### config.mk
export PLATFORM = sky130hd
export DESIGN_NAME = lmem_ext_arbiter
export DESIGN_NICKNAME = d
export VERILOG_FILES = /design/src/rtl/lmem_ext_arbiter.sv
export SDC_FILE = /design/constraint.sdc
export NUM_CORES = 1
export LEC_CHECK = 0
export BUFFER_PORTS_ARGS = -buffer_cell sky130_fd_sc_hd__clkbuf_2
export CAP_MARGIN = 20
export CORE_ASPECT_RATIO = 0.9
export CORE_UTILIZATION = 38
export DETAILED_ROUTE_END_ITERATION = 12
export GPL_TIMING_DRIVEN = 0
export PLACE_DENSITY = 0.81
export SYNTH_ARGS = -nofsm -noshare
export SYNTH_HDL_FRONTEND = slang
export SYNTH_SLANG_ARGS = --single-unit
export TNS_END_PERCENT = 50
### constraint.sdc
create_clock -name SYSCLK -period 2.05 [get_ports SYSCLK]
set_input_delay 0.205 -clock SYSCLK [delete_from_list [all_inputs] [get_ports SYSCLK]]
set_output_delay 0.205 -clock SYSCLK [all_outputs]
set_load 0.02 [all_outputs]
### src/rtl/lmem_ext_arbiter.sv
// ---------------------------------------------------------------------------
// lmem_ext_arbiter
//
// Shares one single-port synchronous local RAM (IW or DW) between the core
// pipeline and NCH external requesters. The core owns the RAM by default.
// Pending external channels are granted round-robin. Fairness is bounded in
// both directions:
//   - A waiting external request is forced in after MAXHOLD cycles.
//   - A core stalled behind a channel forces a one-cycle YIELD after
//     MAXHOLD cycles.
//
// Parameters:
//   NCH      number of external channels (1..8)
//   AW       RAM word-index width
//   DW       RAM data width
//   MAXHOLD  maximum consecutive starvation cycles for either side (2..255)
//
// Ports:
//   SYSCLK        system clock, rising edge
//   ResetN        asynchronous active-low reset
//   CORE_REQ/WE/ADDR/WDATA   core access request for this cycle
//   CORE_HOLD     core access not performed this cycle, core must stall
//   EXT_REQRAM_R  per-channel request level, held for the whole burst
//   EXT_WE/ADDR/WDATA        per-channel access, channel i at [i*W +: W]
//   EXT_GNTRAM_R  registered grant, one-hot or zero
//   EXT_RVALID_R  registered, RAM read data of a granted read valid now
//   RAM_CS/WE/ADDR/WDATA     combinational RAM macro controls
// ---------------------------------------------------------------------------
module lmem_ext_arbiter #(
  parameter int NCH     = 2,
  parameter int AW      = 12,
  parameter int DW      = 32,
  parameter int MAXHOLD = 16
) (
  input  logic              SYSCLK,
  input  logic              ResetN,
  input  logic              CORE_REQ,
  input  logic              CORE_WE,
  input  logic [AW-1:0]     CORE_ADDR,
  input  logic [DW-1:0]     CORE_WDATA,
  output logic              CORE_HOLD,
  input  logic [NCH-1:0]    EXT_REQRAM_R,
  input  logic [NCH-1:0]    EXT_WE,
  input  logic [NCH*AW-1:0] EXT_ADDR,
  input  logic [NCH*DW-1:0] EXT_WDATA,
  output logic [NCH-1:0]    EXT_GNTRAM_R,
  output logic [NCH-1:0]    EXT_RVALID_R,
  output logic              RAM_CS,
  output logic              RAM_WE,
  output logic [AW-1:0]     RAM_ADDR,
  output logic [DW-1:0]     RAM_WDATA
);

  localparam int         PW   = (NCH > 1) ? $clog2(NCH) : 1;
  localparam logic [7:0] LAST = 8'(MAXHOLD - 1);

  typedef enum logic [1:0] {
    IDLE  = 2'd0,
    OWN   = 2'd1,
    YIELD = 2'd2
  } state_t;

  state_t         state_q, state_d;
  logic [NCH-1:0] gnt_q, gnt_d;
  logic [NCH-1:0] rvalid_q, rvalid_d;
  logic [PW-1:0]  ptr_q, ptr_d;
  logic [PW-1:0]  own_q, own_d;
  logic [7:0]     ewait_q, ewait_d;
  logic [7:0]     hcnt_q, hcnt_d;

  logic           pend;
  logic           found;
  logic [PW-1:0]  win;
  logic [NCH-1:0] win_onehot;
  logic [PW-1:0]  ptr_wrap;

  logic           own_req;
  logic           own_we;
  logic [AW-1:0]  own_addr;
  logic [DW-1:0]  own_wdata;

  assign pend = |EXT_REQRAM_R;

  // Round-robin scan: the first requesting channel at offset k from ptr wins.
  // The double loop avoids indexing with a computed modulo value.
  always_comb begin
    win   = ptr_q;
    found = 1'b0;
    for (int k = 0; k < NCH; k++) begin
      for (int i = 0; i < NCH; i++) begin
        if (!found && EXT_REQRAM_R[i] && (i == ((int'(ptr_q) + k) % NCH))) begin
          win   = PW'(i);
          found = 1'b1;
        end
      end
    end
  end

  always_comb begin
    win_onehot = '0;
    for (int i = 0; i < NCH; i++) begin
      win_onehot[i] = (win == PW'(i));
    end
  end

  // Pointer moves past the channel that just released or was preempted.
  assign ptr_wrap = (int'(own_q) == NCH - 1) ? '0 : own_q + 1'b1;

  // Select the owning channel's access lines.
  always_comb begin
    own_req   = 1'b0;
    own_we    = 1'b0;
    own_addr  = '0;
    own_wdata = '0;
    for (int i = 0; i < NCH; i++) begin
      if (own_q == PW'(i)) begin
        own_req   = EXT_REQRAM_R[i];
        own_we    = EXT_WE[i];
        own_addr  = EXT_ADDR[i*AW +: AW];
        own_wdata = EXT_WDATA[i*DW +: DW];
      end
    end
  end

  // Next-state logic for the arbitration FSM and its counters.
  always_comb begin
    state_d  = state_q;
    gnt_d    = gnt_q;
    ptr_d    = ptr_q;
    own_d    = own_q;
    ewait_d  = ewait_q;
    hcnt_d   = hcnt_q;
    // A read by the granted channel returns data one cycle later.
    rvalid_d = gnt_q & EXT_REQRAM_R & ~EXT_WE;

    case (state_q)
      IDLE: begin
        if (pend && (!CORE_REQ || ewait_q == LAST)) begin
          state_d = OWN;
          gnt_d   = win_onehot;
          own_d   = win;
          ewait_d = 8'd0;
          hcnt_d  = 8'd0;
        end else if (pend) begin
          if (ewait_q != LAST) begin
            ewait_d = ewait_q + 8'd1;
          end
        end else begin
          ewait_d = 8'd0;
        end
      end

      OWN: begin
        hcnt_d = CORE_REQ ? hcnt_q + 8'd1 : 8'd0;
        // A dropped request takes priority over preemption.
        if (!own_req) begin
          gnt_d   = '0;
          ptr_d   = ptr_wrap;
          state_d = IDLE;
        end else if (CORE_REQ && hcnt_q == LAST) begin
          gnt_d   = '0;
          ptr_d   = ptr_wrap;
          state_d = YIELD;
        end
      end

      YIELD: begin
        // Guarantees at least one core access before any re-grant.
        ewait_d = 8'd0;
        state_d = IDLE;
      end

      default: begin
        gnt_d   = '0;
        state_d = IDLE;
      end
    endcase
  end

  always_ff @(posedge SYSCLK or negedge ResetN) begin
    if (!ResetN) begin
      state_q  <= IDLE;
      gnt_q    <= '0;
      rvalid_q <= '0;
      ptr_q    <= '0;
      own_q    <= '0;
      ewait_q  <= 8'd0;
      hcnt_q   <= 8'd0;
    end else begin
      state_q  <= state_d;
      gnt_q    <= gnt_d;
      rvalid_q <= rvalid_d;
      ptr_q    <= ptr_d;
      own_q    <= own_d;
      ewait_q  <= ewait_d;
      hcnt_q   <= hcnt_d;
    end
  end

  assign EXT_GNTRAM_R = gnt_q;
  assign EXT_RVALID_R = rvalid_q;

  // RAM steering. IDLE and YIELD (and reset) give the RAM to the core.
  always_comb begin
    RAM_CS    = CORE_REQ;
    RAM_WE    = CORE_WE;
    RAM_ADDR  = CORE_ADDR;
    RAM_WDATA = CORE_WDATA;
    CORE_HOLD = 1'b0;
    if (state_q == OWN) begin
      RAM_CS    = own_req;
      RAM_WE    = own_we;
      RAM_ADDR  = own_addr;
      RAM_WDATA = own_wdata;
      CORE_HOLD = CORE_REQ;
    end
  end

endmodule

### Word-level counts from Yosys, hierarchy flattened

Index checks and enable logic that the tools add are counted.

| storage, ports and cells | value |
|---|---|
| register bits after elaboration | 24 |
| bits of input ports | 140 |
| logic and storage cells | 87 |

| operators by class | value |
|---|---|
| add/sub/neg operators | 4 |
| equality and inequality tests | 10 |
| mux-type cells | 34 |
| bitwise gates (word level) | 6 |
| reduce and logical (&&, ||, !) cells | 26 |

Operators by type and width:

| operator | count |
|---|---|
| $logic_not A32 Y1 | 2 |
| $mux W32 | 2 |
| $mux W8 | 5 |
| $pmux W8 S2 | 2 |
| $mux W12 | 2 |
| $add A8 B1 Y8 const B | 2 |
| $eq A8 B4 Y1 const B | 2 |
| $mux W1 | 15 |
| $mux W2 | 6 |
| $reduce_and A2 Y1 | 5 |
| $logic_and A1 B1 Y1 | 9 |
| $ne A8 B4 Y1 const B | 1 |
| $pmux W2 S3 | 1 |
| $and A2 B2 Y2 | 2 |
| $logic_not A1 Y1 | 4 |
| $ne A4 B4 Y1 const B | 1 |
| $pmux W2 S2 | 1 |
| $reduce_bool A2 Y1 | 2 |
| $ne A3 B3 Y1 const B | 1 |
| $reduce_and A3 Y1 | 1 |
| $add A1 B1 Y1 const B | 2 |
| $eq A2 B1 Y1 const B | 1 |
| $eq A2 B2 Y1 const A | 1 |
| $eq A2 B2 Y1 const B | 1 |
| 8 further kinds | 9 |

### Longest topological paths before layout

| depth | value |
|---|---|
| depth after elaboration | 18 |
| mapped depth | 7 |

### Worst setup path before layout

OpenSTA, ideal clock, no wires.

| timing path | value |
|---|---|
| path kind | reg-to-reg |
| from | register ewait_q[0] |
| to | register ewait_q[5] |
| library setup time | 0.082 ns |
| data arrival time | 1.659 ns |
| data required time | 1.968 ns |
| setup slack | 0.309 ns |
| cell stages (with the launch flop) | 8 |
| path buffers | 2 |
| clock period less this slack | 1.741 ns |
| cells stage by stage | dfrtp_1 -> ha_1 -> and3_1 -> buf_6 -> a2111oi_2 -> buf_4 -> a41oi_1 -> a31oi_1 |

| between the ends | value |
|---|---|
| longest elaborated chain between the ends | 5 |
| elaborated cells between the ends (all ways) | 11 |
| those cells by class | add/sub (1); eq/ne (3); mux (4); reduce/logical (3) |

Ends and longest elaborated chain:

| element | RTL line | RTL |
|---|---|---|
| start: declaration | 68 | `logic [7:0] ewait_q, ewait_d;` |
| start signal: assignment | 195 | `ewait_q <= ewait_d;` |
| $add A8 B1 Y8 or $eq A8 B4 Y1 (tied branches) | 146, 138 |  |
| $mux W8 or $logic_or A1 B1 Y1 (tied branches) | 145, 138 |  |
| $mux W8 or $logic_and A1 B1 Y1 (tied branches) | 144, 138 |  |
| $mux W8 or $ne A4 B4 Y1 (tied branches) | -- |  |
| $pmux W8 S2 or $reduce_and A2 Y1 (tied branches) | -- |  |

Parallel ways exist; a longest one is shown, timed or not. The select of a mux whose other input is x is not followed.
A chain may end at the register's enable or synchronous reset.

### Worst setup path after layout

| timing path | value |
|---|---|
| from | register state_q[0] |
| to | output port RAM_WDATA[27] |

| between the ends | value |
|---|---|
| longest elaborated chain between the ends | 2 |

Ends and longest elaborated chain:

| element | RTL line | RTL |
|---|---|---|
| start: declaration | 63 | `state_t state_q, state_d;` |
| start signal: assignment | 190 | `state_q <= state_d;` |
| $eq A2 B1 Y1 | 210 | `if (state_q == OWN) begin` |
| $mux W32 | 210 |  |
| end: declaration | 51 | `output logic [DW-1:0] RAM_WDATA` |

No other way between the ends.

==> qor_table.md <==
| Group | Item | Value |
|---|---|---|
| drt | Total wirelength of the detailed-routed design | 8300 µm |
| critical path | Kind of start point of the critical path | register |
| synthesis | Synth cell types | 44 |
| power | Final Power | 3.69 mW |
| power | Net switching share of the total power | 50.3% |
| synthesis | Number of instances in the synthesized netlist | 276 |
| critical path | Worst-path cell chain | nand2b_2 > clkbuf_4 > clkbuf_4 > nand2_1 > o21ai_1 > clkbuf_2 |
| finish | Most common cell after layout, fill and taps aside | clkbuf_2 |
| cts | H-tree depth reported by CTS | 1 |
| floorplan | Initial core utilization | 40.4% |
| cts | Clock Tree Root | clkbuf_8 |
| placement | Last weighted congestion value of the routability-driven placer | 0.934 |
| finish | Total Nets Final | 614 |
| min path | Hold Path Class | input pin to register |
| power | Sequential cell fraction of total power | 18.1% |
| critical path | Cell with the biggest individual delay on the critical path | dfrtp_1 |
| power | Cell leakage power | 1.94 nW |
| critical path | Worst setup path class | register to output pin |
| placement | Placed insts | 533 |
| cts | Largest buffer count on any clock path | 2 |
| cts | Clock latency reported for the late side of the worst-skew pair | 0.28 ns |
| placement | Port Buffer Count | 190 |
| finish | # diodes | 0 |
| timing | Normalized max-slew margin | 59.5% |
| finish | Area taken by flip-flops and latches | 601 µm² |
| synthesis | Mean post-synth cell area | 7.92 µm² |
| finish | Layout overhead on the synthesized area | 53.2% |
| drt | Antenna-violating nets left | 0 |
| floorplan | Core region area | 0.00541 mm² |
| timing | Upper clock frequency limit | 0.514 GHz |
| synthesis | Combined area of all synthesized cells | 0.00219 mm² |
| timing | Final cycle utilization of the critical path | 95.0% |
| power | NetSw | 1.86 mW |
| timing | Setup repair after global routing missed its margin | false |
| grt | Total track usage | 26.5% |
| critical path | Reg-to-Reg Start | ewait_q[0] |
| finish | Share of post-route cells with drive strength above 1 | 46.3% |
| grt | Maximum number of pins on one net before global-route repair | 25 |
| drt | Total via count after detailed routing | 2795 |
| timing | Number of hold-slack violations in the final timing report | 0 |
| cts | Clock Sinks | 24 |
| power | Combinational share of power | 70.3% |
| grt | Global-route wire length before repair | 12000 µm |
| cts | Clock tree from TritonCTS | done |
| critical path | CP peak stage delay | 0.45 ns |
| grt | Overflow left after global routing | 0 |
| drt | Detail-routed via count per cell | 5.20 |
| drt | Post-detailed-route DRC marker count | 0 |
| finish | Finished Layout Cells | 538 |
| min path | Startpoint of the worst hold path | EXT_WE[0] |
| power | Cell-internal power | 1.83 mW |
| placement | Placed instance area | 0.00322 mm² |
| critical path | Data required time at the worst endpoint | 1.85 ns |
| cts | Number of buffers added by the clock tree synthesis step | 3 |
| drt | Post-detailed-route wirelength per cell | 15.4 µm |
| finish | Layout Cell Area excl Fill | 0.00335 mm² |
| drt | First drt pass iteration count | 5 |
| timing | WHS | 0.125 ns |
| power | Power per standard cell area | 1100 mW/mm² |
| cts | Clock transition time at the flip-flop clock pins of the worst setup and hold paths | 0.09 ns |
| timing | Post-route clock skew | 0.00377 ns |
| synthesis | Register bit count reported by yosys | 24 |
| critical path | Critical path endpoint category | output pin |
| synthesis | Mapped Nets | 418 |
| synthesis | Post-synthesis sequential area ratio | 27.5% |
| run | # Max-Cap Violations | 0 |
| critical path | Crit path buffers/inverters | 3 |
| finish | Top library cells by usage in the layout, fill and taps aside | 190 x clkbuf_2, 53 x nand2_1, 46 x mux2i_1 |
| cts | Buffers inserted during post-CTS setup optimization | 0 |
| floorplan | DIE HEIGHT | 74.0 µm |
| timing | # setup viols final | 0 |
| timing | Actual transition at the worst max-transition pin | 0.607 ns |
| floorplan | Horiz. Die Dim | 82.0 µm |
| floorplan | Row count | 25 |
| synthesis | Yosys warning count | 0 |
| placement | HPWL after DPL | 7050 µm |
| critical path | Setup slack on the worst flop-to-flop path | 0.17 ns |
| floorplan | Count of pins on the block boundary | 191 |
| critical path | Critical Path Source | state_q[0] |
| timing | Number of max-slew violations in the final report | 0 |
| drt | Iter 0 DRT Violations | 139 |
| power | Peak supply drop | 565 µV |
| critical path | Most Frequent Cell on Critical Path | clkbuf_4 |
| finish | Area of the multi-input gates | 0.00147 mm² |
| grt | Initial antenna violation count | 0 |
| floorplan | Area enclosed by the die boundary | 0.00606 mm² |
| critical path | Kind of cell with the highest combined delay on the critical path | buffers and inverters |
| timing | Minimum clock period | 1.95 ns |
| finish | Total of fill cells in the finished design | 497 |
| critical path | Data arrival time of the worst path | 1.74 ns |
| run status | Outcome | completed |
| power | Power share of the clock group | 11.5% |
| critical path | Highest fanout seen on the critical path | 10 |
| grt | Via count of the first global-routing pass | 2529 |
layer usage:
layer	wire [µm]	global-route usage [%]
met2	4290	45.7
met5	0	0
met4	189	10.3
met3	460	3.80
met1	3360	33.2
cells in the mapped netlist (all sizes together):
master,n,share of area (%)
a2111oi,1,0.69
a211o,7,2.9
a21bo,1,0.46
a21o,1,0.34
a21oi,5,1.3
a22o,4,1.6
a2bb2oi,1,0.40
a31oi,5,1.4
a41oi,1,0.40
and2,1,0.29
and3,7,2.0
buf,8,2.2
clkbuf,12,2.1
dfrtp,24,27
ha,2,1.1
inv,6,1.0
mux2,1,0.51
mux2i,46,21
nand2,53,9.1
nand2b,3,0.86
nand3,8,1.8
nand4,1,0.29
nor2,7,1.2
nor3,7,1.6
nor3b,2,0.69
nor4,3,1.5
o211a,1,0.46
o21ai,47,11
o21bai,1,0.51
o311a,1,0.51
o311ai,2,0.80
or2,2,0.57
or3,1,0.29
or4,1,0.34
or4b,1,0.63
xnor2,2,0.80
metrics by stage:
| step | worst slack, ns | TNS (ns) | utilization [%] |
|---|---|---|---|
| floorplan | 0.309 | 0 | - |
| detailed placement | -0.0333 | -0.145 | 59.5 |
| CTS | 0.0319 | 0 | 61.4 |
| finish | 0.103 | 0 | 61.9 |
| global placement | -0.0437 | -0.209 | 59.5 |
| global route | 0.0145 | 0 | 61.9 |
area by class of cell:
| cell class | count | share of cell area (%) |
|---|---|---|
| plain buffers | 20 | 4.11 |
| clock buffers | 3 | 1.23 |
| clock inverters | 1 | 0.896 |
| inverters | 6 | 0.672 |
| multi-input cells | 226 | 44.0 |
| flip-flops and latches | 24 | 17.9 |
| well taps | 67 | 2.50 |
| repair buffers | 191 | 28.7 |
worst paths after layout:
path / cells after the start / to
setup / recovery: 6 / RAM_WDATA[27]
hold / removal: 2 / EXT_RVALID_R[0]
setup reg to reg: 7 / ewait_q[5]
hold reg to reg: 1 / ewait_q[2]
max in group asynchronous: 2 / EXT_RVALID_R[0]
min in group asynchronous: 2 / ewait_q[5]
timing repair:
item,CTS,global route
setup endpoints to repair,45,44
gates cloned,0,0
endpoints found under the hold margin,24,0
gates resized for setup,12,15
hold buffers,1,0
cells by family after synthesis:
logic type               after synthesis  synth area share, %
AND/OR/NAND/NOR                       97                 21.2
AO/OA/AOI/OAI                         78                 22.5
multiplexers                          47                 21.6
buffers and inverters                 26                 5.26
flip-flops                            24                 27.5
XOR/XNOR                               2                0.801
adder cells (fa/ha/maj)                2                 1.14
power by group through the flow:
| stage | sequential [mW] | combinational [mW] | clock (mW) |
|---|---|---|---|
| floorplan | 0.682 | 1.65 | 0 |
| global placement | 0.667 | 2.48 | 0 |
| detailed placement | 0.676 | 2.51 | 0 |
| CTS | 0.667 | 2.56 | 0.433 |
| global route | 0.682 | 2.82 | 0.449 |
| finish | 0.669 | 2.59 | 0.425 |
sequential cells by signal, summed over array words and instances (netlist names):
signal,count
state_q,2
ptr_q,1
EXT_RVALID_R,2
ewait_q,8
hcnt_q,8
EXT_GNTRAM_R,2
own_q,1
No activity file was read; power rests on OpenSTA's default activity.
